==> src/rtl/multibyte_add_seq_pkg.sv <==
// rtl/multibyte_add_seq_pkg.sv - shared types and sizes for the byte-serial 32-bit adder
package multibyte_add_seq_pkg;

    localparam int WIDTH   = 32;
    localparam int SLICE   = 8;
    localparam int NSLICES = WIDTH / SLICE;

    typedef enum logic [1:0] {
        IDLE = 2'd0,
        RUN  = 2'd1,
        DONE = 2'd2
    } state_t;

    function automatic logic [SLICE-1:0] get_byte(input logic [WIDTH-1:0] word,
                                                  input logic [1:0]       idx);
        return word[idx*SLICE +: SLICE];
    endfunction

endpackage

==> src/rtl/multibyte_add_seq_if.sv <==
// rtl/multibyte_add_seq_if.sv - request/result handshake bundle for multibyte_add_seq
interface multibyte_add_seq_if;
    import multibyte_add_seq_pkg::*;

    logic             in_valid;
    logic             in_ready;
    logic [WIDTH-1:0] op_a;
    logic [WIDTH-1:0] op_b;
    logic             carry_in;
    logic             sub;
    logic             out_valid;
    logic             out_ready;
    logic [WIDTH-1:0] sum;
    logic             carry_out;
    logic             overflow;
    logic             busy;

    modport master (
        output in_valid, op_a, op_b, carry_in, sub, out_ready,
        input  in_ready, out_valid, sum, carry_out, overflow, busy
    );

    modport slave (
        input  in_valid, op_a, op_b, carry_in, sub, out_ready,
        output in_ready, out_valid, sum, carry_out, overflow, busy
    );

endinterface

==> src/rtl/multibyte_add_seq_add8_slice.sv <==
// rtl/multibyte_add_seq_add8_slice.sv - combinational 8-bit a+b+cin slice
module add8_slice
    import multibyte_add_seq_pkg::*;
(
    input  logic [SLICE-1:0] a,
    input  logic [SLICE-1:0] b,
    input  logic             cin,
    output logic [SLICE-1:0] s,
    output logic             cout
);

    assign {cout, s} = {1'b0, a} + {1'b0, b} + {{SLICE{1'b0}}, cin};

endmodule

==> src/rtl/multibyte_add_seq.sv <==
// rtl/multibyte_add_seq.sv - 32-bit add/sub built from one 8-bit slice reused over four cycles
module multibyte_add_seq
    import multibyte_add_seq_pkg::*;
(
    input  logic              clk,
    input  logic              rst,
    multibyte_add_seq_if.slave bus
);

    state_t                   state_q, state_d;
    logic [WIDTH-1:0]         a_q, a_d;
    logic [WIDTH-1:0]         b_q, b_d;
    logic                     cy_q, cy_d;
    logic [1:0]               idx_q, idx_d;
    logic [WIDTH-SLICE-1:0]   res_q, res_d;
    logic [WIDTH-1:0]         sum_q, sum_d;
    logic                     co_q, co_d;
    logic                     ov_q, ov_d;

    logic [SLICE-1:0]         slice_s;
    logic                     slice_c;

    add8_slice u_slice (
        .a    (get_byte(a_q, idx_q)),
        .b    (get_byte(b_q, idx_q)),
        .cin  (cy_q),
        .s    (slice_s),
        .cout (slice_c)
    );

    always_comb begin
        state_d = state_q;
        a_d     = a_q;
        b_d     = b_q;
        cy_d    = cy_q;
        idx_d   = idx_q;
        res_d   = res_q;
        sum_d   = sum_q;
        co_d    = co_q;
        ov_d    = ov_q;
        case (state_q)
            IDLE: begin
                if (bus.in_valid) begin
                    state_d = RUN;
                    a_d     = bus.op_a;
                    // Subtraction is A + ~B + 1, so carry_in is replaced by the +1.
                    b_d     = bus.sub ? ~bus.op_b : bus.op_b;
                    cy_d    = bus.sub ? 1'b1 : bus.carry_in;
                    idx_d   = 2'd0;
                end
            end
            RUN: begin
                cy_d  = slice_c;
                idx_d = idx_q + 2'd1;
                for (int k = 0; k < NSLICES - 1; k++) begin
                    if (idx_q == 2'(k)) res_d[k*SLICE +: SLICE] = slice_s;
                end
                // Visible result only changes as a whole when the top byte lands.
                if (idx_q == 2'(NSLICES - 1)) begin
                    state_d = DONE;
                    sum_d   = {slice_s, res_q};
                    co_d    = slice_c;
                    ov_d    = (a_q[WIDTH-1] == b_q[WIDTH-1]) && (slice_s[SLICE-1] != a_q[WIDTH-1]);
                end
            end
            DONE: begin
                if (bus.out_ready) state_d = IDLE;
            end
            default: state_d = IDLE;
        endcase
    end

    always_ff @(posedge clk or posedge rst) begin
        if (rst) begin
            state_q <= IDLE;
            a_q     <= '0;
            b_q     <= '0;
            cy_q    <= 1'b0;
            idx_q   <= 2'd0;
            res_q   <= '0;
            sum_q   <= '0;
            co_q    <= 1'b0;
            ov_q    <= 1'b0;
        end else begin
            state_q <= state_d;
            a_q     <= a_d;
            b_q     <= b_d;
            cy_q    <= cy_d;
            idx_q   <= idx_d;
            res_q   <= res_d;
            sum_q   <= sum_d;
            co_q    <= co_d;
            ov_q    <= ov_d;
        end
    end

    assign bus.in_ready  = (state_q == IDLE);
    assign bus.out_valid = (state_q == DONE);
    assign bus.busy      = (state_q != IDLE);
    assign bus.sum       = sum_q;
    assign bus.carry_out = co_q;
    assign bus.overflow  = ov_q;

endmodule

==> src/flat_wrapper.sv <==
// flat-port wrapper written by rule: the top's interface ports become plain ports
module multibyte_add_seq_flat import multibyte_add_seq_pkg::*;
  (clk, rst, bus_in_valid, bus_op_a, bus_op_b, bus_carry_in, bus_sub, bus_out_ready, bus_in_ready, bus_out_valid, bus_sum, bus_carry_out, bus_overflow, bus_busy);
  multibyte_add_seq_if bus_i ();
  input  logic clk;
  input  logic rst;
  input wire logic [$bits(bus_i.in_valid)-1:0] bus_in_valid;
  input wire logic [$bits(bus_i.op_a)-1:0] bus_op_a;
  input wire logic [$bits(bus_i.op_b)-1:0] bus_op_b;
  input wire logic [$bits(bus_i.carry_in)-1:0] bus_carry_in;
  input wire logic [$bits(bus_i.sub)-1:0] bus_sub;
  input wire logic [$bits(bus_i.out_ready)-1:0] bus_out_ready;
  output wire logic [$bits(bus_i.in_ready)-1:0] bus_in_ready;
  output wire logic [$bits(bus_i.out_valid)-1:0] bus_out_valid;
  output wire logic [$bits(bus_i.sum)-1:0] bus_sum;
  output wire logic [$bits(bus_i.carry_out)-1:0] bus_carry_out;
  output wire logic [$bits(bus_i.overflow)-1:0] bus_overflow;
  output wire logic [$bits(bus_i.busy)-1:0] bus_busy;
  assign bus_i.in_valid = bus_in_valid;
  assign bus_i.op_a = bus_op_a;
  assign bus_i.op_b = bus_op_b;
  assign bus_i.carry_in = bus_carry_in;
  assign bus_i.sub = bus_sub;
  assign bus_i.out_ready = bus_out_ready;
  assign bus_in_ready = bus_i.in_ready;
  assign bus_out_valid = bus_i.out_valid;
  assign bus_sum = bus_i.sum;
  assign bus_carry_out = bus_i.carry_out;
  assign bus_overflow = bus_i.overflow;
  assign bus_busy = bus_i.busy;
  multibyte_add_seq u_core (.clk(clk), .rst(rst), .bus(bus_i));
endmodule
==> config.mk <==
export PLATFORM = sky130hd
export DESIGN_NAME = multibyte_add_seq_flat
export DESIGN_NICKNAME = d
export VERILOG_FILES = /design/src/rtl/multibyte_add_seq_pkg.sv /design/src/rtl/multibyte_add_seq_if.sv /design/src/rtl/multibyte_add_seq_add8_slice.sv /design/src/rtl/multibyte_add_seq.sv /design/src/flat_wrapper.sv
export SDC_FILE = /design/constraint.sdc
export NUM_CORES = 1
export LEC_CHECK = 0
export CAP_MARGIN = 20
export CORE_ASPECT_RATIO = 1.1
export CORE_UTILIZATION = 38
export CTS_CLUSTER_DIAMETER = 60
export DETAILED_ROUTE_END_ITERATION = 10
export GPL_TIMING_DRIVEN = 0
export PLACE_DENSITY_LB_ADDON = 0.15
export SLEW_MARGIN = 30
export SYNTH_ARGS = -nofsm -noshare
export SYNTH_HDL_FRONTEND = slang
export SYNTH_SLANG_ARGS = --single-unit
==> constraint.sdc <==
create_clock -name clk -period 4.5 [get_ports clk]
set_input_delay 0.45 -clock clk [delete_from_list [all_inputs] [get_ports clk]]
set_output_delay 0.45 -clock clk [all_outputs]
set_load 0.01 [all_outputs]
## Word level (Yosys, flattened, before mapping)

Cells that the tools add are included.

- Input port bits: 70
- Output and inout bits: 37
- Register bits after elaboration: 127

- Bitwise logic cells: 1
- Add/sub/neg operators: 3
- Multiplexer cells: 10
- Reduce and logical (&&, ||, !) cells: 12
- Shifts and indexed selects: 2
- Eq/ne operators: 10

Operator list:

| kind | number |
|---|---|
| indexed part select 32 x 6 -> 8 bit | 2 |
| 2-to-1 mux 32 bit | 1 |
| inverter 32 bit | 1 |
| AND reduction 2 bit | 6 |
| adder 8 x 8 -> 9 bit | 1 |
| adder 9 x 1 -> 9 bit | 1 |
| 2-to-1 mux 2 bit | 4 |
| equality test 2 bit (second input constant) | 3 |
| one-hot mux 2 bit (3 select lines) | 1 |
| equality test 2 x 1 -> 1 bit (second input constant) | 2 |
| zero test 2 bit | 2 |
| != test 2 bit (second input constant) | 2 |
| one-hot mux 2 bit (2 select lines) | 1 |
| nonzero test 2 bit | 2 |
| AND reduction 3 bit | 1 |
| adder 2 x 1 -> 2 bit (second input constant) | 1 |
| 2-to-1 mux 1 bit | 2 |
| != test 2 x 1 -> 1 bit (second input constant) | 1 |
| one-hot mux 1 bit (2 select lines) | 1 |
| equality test 1 bit | 1 |
| logical AND 1 bit | 1 |
| != test 1 bit | 1 |

## Depth between registers and ports, before layout

- Depth in word-level cells: 5
- Gate-level depth with buffers: 10
- Gate-level depth less buffers: 9

## Hierarchy

A second synthesis with hierarchy kept.

- Cells, all modules: 493
- Area total of the unflattened synthesis: 5823.1 um2

Modules (own cells, without submodules):

| module | cells an instance | seq. area each (um2) | times used | area each (um2) |
|---|---|---|---|---|
| multibyte_add_seq | 453 | 3178.0 | 1 | 5491.5 |
| add8_slice | 40 | 0.0 | 1 | 331.6 |

## Least setup slack after synthesis

Ideal clock, no wire load.

- Path kind: reg2reg
- Start: register u_core.idx_q[0]
- End: register u_core.res_q[14]
- Clock period less this slack: 2.888 ns
- Cell stages (with the launch flop): 11
- Data required time: 4.431 ns
- Path slack: 1.612 ns
- Data arrival time: 2.820 ns
- Cells stage by stage: dfrtp_1 -> buf_2 -> mux4_2 -> fa_1 -> inv_1 -> fa_1 -> nor2b_1 -> o21ai_1 -> a21oi_1 -> or4_1 -> nand3_1

- Word-level cells in the longest chain between the ends: 3

RTL lines:

| what | line | source |
|---|---|---|
| start, declared | multibyte_add_seq.sv:14 | `logic [1:0] idx_q, idx_d;` |
| start signal, assigned | multibyte_add_seq.sv:89 | `idx_q <= idx_d;` |
| indexed part select 32 x 6 -> 8 bit | multibyte_add_seq_pkg.sv:16 | `return word[idx*SLICE +: SLICE];` |
| adder 8 x 8 -> 9 bit | multibyte_add_seq_add8_slice.sv:12 | `assign {cout, s} = {1'b0, a} + {1'b0, b} + {{SLICE{1'b0}}, cin};` |
| adder 9 x 1 -> 9 bit | multibyte_add_seq_add8_slice.sv:12 |  |
| end signal, assigned | multibyte_add_seq.sv:90 | `res_q <= res_d;` |
| end, declared | multibyte_add_seq.sv:15 | `logic [WIDTH-SLICE-1:0] res_q, res_d;` |

Parallel ways exist; a longest one is shown, timed or not.
A chain may end at the register's enable or synchronous reset.

## Final worst setup path

- Start: register u_core.idx_q[0]
- End: register u_core.ov_q (netlist: u_core.bus.overflow)

- Word-level cells in the longest chain between the ends: 5

RTL lines:

| what | line | source |
|---|---|---|
| indexed part select 32 x 6 -> 8 bit | multibyte_add_seq_pkg.sv:16 |  |
| adder 8 x 8 -> 9 bit | multibyte_add_seq_add8_slice.sv:12 |  |
| adder 9 x 1 -> 9 bit | multibyte_add_seq_add8_slice.sv:12 |  |
| != test 1 bit | multibyte_add_seq.sv:63 | `ov_d = (a_q[WIDTH-1] == b_q[WIDTH-1]) && (slice_s[SLICE-1] != a_q[WIDTH-1]);` |
| logical AND 1 bit | multibyte_add_seq.sv:63 |  |
| end signal, assigned | multibyte_add_seq.sv:93 | `ov_q <= ov_d;` |
| end, declared | multibyte_add_seq.sv:18 | `logic ov_q, ov_d;` |

Parallel ways exist; a longest one is shown, timed or not.

==> impl_results.md <==
- Syn Nets: 635
- Clk Latency, worst-skew pair: 410 ps
- Detail Route Antenna Nets: 0
- Synth area leader: dfrtp_1
- Final core occ: 51.4%
- Layout cells sized above 1: 13.8%
- Vias: 4341
- Drt pass-1 iters: 4
- Tightest hold margin: 390 ps
- Final Net Count: 760
- Commonest cells post-synth: 162 x nand2_1, 127 x dfrtp_1, 66 x o21ai_0
- Setup Buffers After CTS: 0
- Count of state elements after synthesis: 127
- First-pass GRT wire length: 22700 um
- Area contributors post-synth: dfrtp_1 54%, nand2_1 10%, mux4_2 6.2%, o21ai_0 5.7%, mux2_2 5.4%
- Filler cells: 1418
- Post-cts resize count: 0
- Status: completed
- CTS Buf Count: 17
- Synth-to-Final Area Change: 32.2%
- Gpl congestion: 0.798
- Setup CP Type: reg2reg
- Register area: 3180 um2
- Max Slew Vio Count: 0
- CP Capture Type: flip-flop
- Post-synthesis cell type count: 35
- Tcrit/Tclk final: 73.4%
- Via-to-Cell Ratio: 4.92
- Vias in the first global route: 4488
- Leakage: 3.47 nW
- # H-tree levels: 4
- # rows: 47
- Area of the multi-input gates: 2470 um2
- Overall power: 6.18 mW
- Largest net degree at the start of global routing: 97
- Seq/Total Area, Yosys: 54.5%
- Crit path time final: 3300 ps
- Initial DRC count: 213
- Core Box Area: 15000 um2
- Worst path bufs/invs: 2
- Top cell by count, worst path: buf_2
- Critical path startpoint category: flip-flop
- Crit path max-delay cell type: mux4_2
- CP peak stage delay: 600 ps
- Share of synthesized flip-flops with an asynchronous set or reset: 100%
- Max rail drop VDD: 0.309 mV
- Final wirelength: 13600 um
- DRC: 0
- Crit path max-delay family: buffers and inverters
- RSZ-0062 raised after global routing: no
- TritonCTS clock tree: done
- I/O pins: 107
- Clk buf depth: 2
- Die H: 132 um
- PD cells: 801 nW/um2
- WL per Instance: 15.4 um
- Initial antenna violation count: 0
- Slew HR: 49.4%
- Finish-stage setup viols: 0
- Crit path cell chain: buf_2 -> buf_2 -> mux4_2 -> ha_1 -> a21oi_1 -> o21ai_1 -> or3_1 -> a311o_1 -> o211ai_2
- Post-synth EDFFs: 0
- N_diodes: 0
- Gr ovfl total: 0
- Post-Syn Area: 5830 um2
- Slew @ Worst Pin: 760 ps
- FMAX: 303 MHz
- Worst endpoint required time: 4830 ps
- R2R depth: 9
- Final Hold Vio Count: 0
- Die X: 120 um
- Gate Count Post-Synth: 552
- Final setup skew: 9.02 ps
- Most frequent cell after synthesis: nand2_1
- Syn_area_per_cell: 10.6 um2
- Clk slew on worst S/H paths: 60 ps
- Total Die Area: 15800 um2
- Max Cap Violations: 0
- Design area: 7710 um2
- Synth top area share: 54.5%
- Total GRT Usage: 18.6%
- Min-delay worst type: in2async
- Hold_buf cts: 0
- Sink Count: 127
- Port bufs: 105
- Post-DP Area: 7160 um2
- Crit path DAT: 3630 ps
- Post-DP HPWL: 10200 um
- Initial Util: 38.9%
- Yosys warning count: 0
- Root Buffer Master: clkbuf_16
- Number of cells on the critical path: 9
- Top_reg_cell synth: dfrtp_1
- Worst-path maximum fanout: 10
==> power by group <==
part | internal [mW] | total (mW) | switching [mW] | leakage (nW)
clock | 0.805 | 1.28 | 0.474 | 0.267
combinational | 1.29 | 2.92 | 1.62 | 1.62
sequential | 1.69 | 1.98 | 0.287 | 1.59
==> cells in the final DEF, fill, tap and decap left out, types with 3 or more instances in the layout <==
| cell type | count |
|---|---|
| o21ai_0 | 66 |
| xnor2_1 | 33 |
| clkdlybuf4s50_1 | 105 |
| nor2_1 | 17 |
| clkbuf_8 | 4 |
| dfrtp_1 | 127 |
| mux2_2 | 28 |
| mux4_2 | 16 |
| a21oi_1 | 3 |
| ha_1 | 11 |
| or4_1 | 4 |
| inv_1 | 8 |
| nand2_1 | 162 |
| nand3_1 | 7 |
| buf_2 | 18 |
| nand2b_1 | 7 |
| clkinv_2 | 3 |
| clkbuf_1 | 16 |
| a211oi_1 | 4 |
| clkbuf_16 | 17 |
==> kinds of logic (layout without fill, tap and decap cells) <==
logic type,Yosys count,count (layout),share of synthesized area (%)
compound gates,84,84,8.00
flops,127,127,54.5
mux,45,45,11.8
buf+inv,42,177,3.09
xor+xnor,35,35,5.26
fa+ha+maj,13,13,3.05
simple gates,206,206,14.4
==> layout make-up <==
cell class | instances | area share, %
repair buffers | 106 | 14.0
inverters | 10 | 0.584
multi-input cells | 383 | 32.1
flip-flops and latches | 127 | 41.2
clock buffers | 23 | 6.33
clock inverters | 6 | 0.779
plain buffers | 32 | 1.85
well taps | 196 | 3.18
==> worst paths after layout <==
kind	end	slack, ps	start
min in group clk	u_core.b_q[30]$_DFFE_PP0P_	450	bus_sub
worst max-delay path	u_core.bus.overflow$_DFFE_PP0P_	1200	u_core.idx_q[0]$_DFFE_PP0P_
worst min-delay path	u_core.res_q[10]$_DFFE_PP0P_	390	rst
max in group asynchronous	u_core.a_q[24]$_DFFE_PP0P_	3340	rst
worst min register to register	u_core.a_q[11]$_DFFE_PP0P_	470	u_core.a_q[11]$_DFFE_PP0P_
worst max register to register	u_core.bus.overflow$_DFFE_PP0P_	1200	u_core.idx_q[0]$_DFFE_PP0P_
==> flip-flops by register name, indices dropped and copies added, names as in the netlist <==
register              flops
u_core.a_q               32
u_core.b_q               32
u_core.bus.carry_out      1
u_core.bus.overflow       1
u_core.bus.sum           32
u_core.cy_q               1
u_core.idx_q              2
u_core.res_q             24
u_core.state_q            2
==> routing by layer <==
metal  global-route usage (%)  share of wire, %
met5                        0                 0
met4                     6.94               2.1
met3                     4.67               4.7
met2                     30.5                49
met1                     23.8                44
==> per-stage QoR <==
step                std cells  setup slack (ps)  TNS [ps]
floorplan                 552               666         0
global placement          853             -1040   -130750
detailed placement        854              1190         0
CTS                       883              1180         0
global route              883               978         0
finish                    883              1200         0
(Power assumes the default switching activity.)
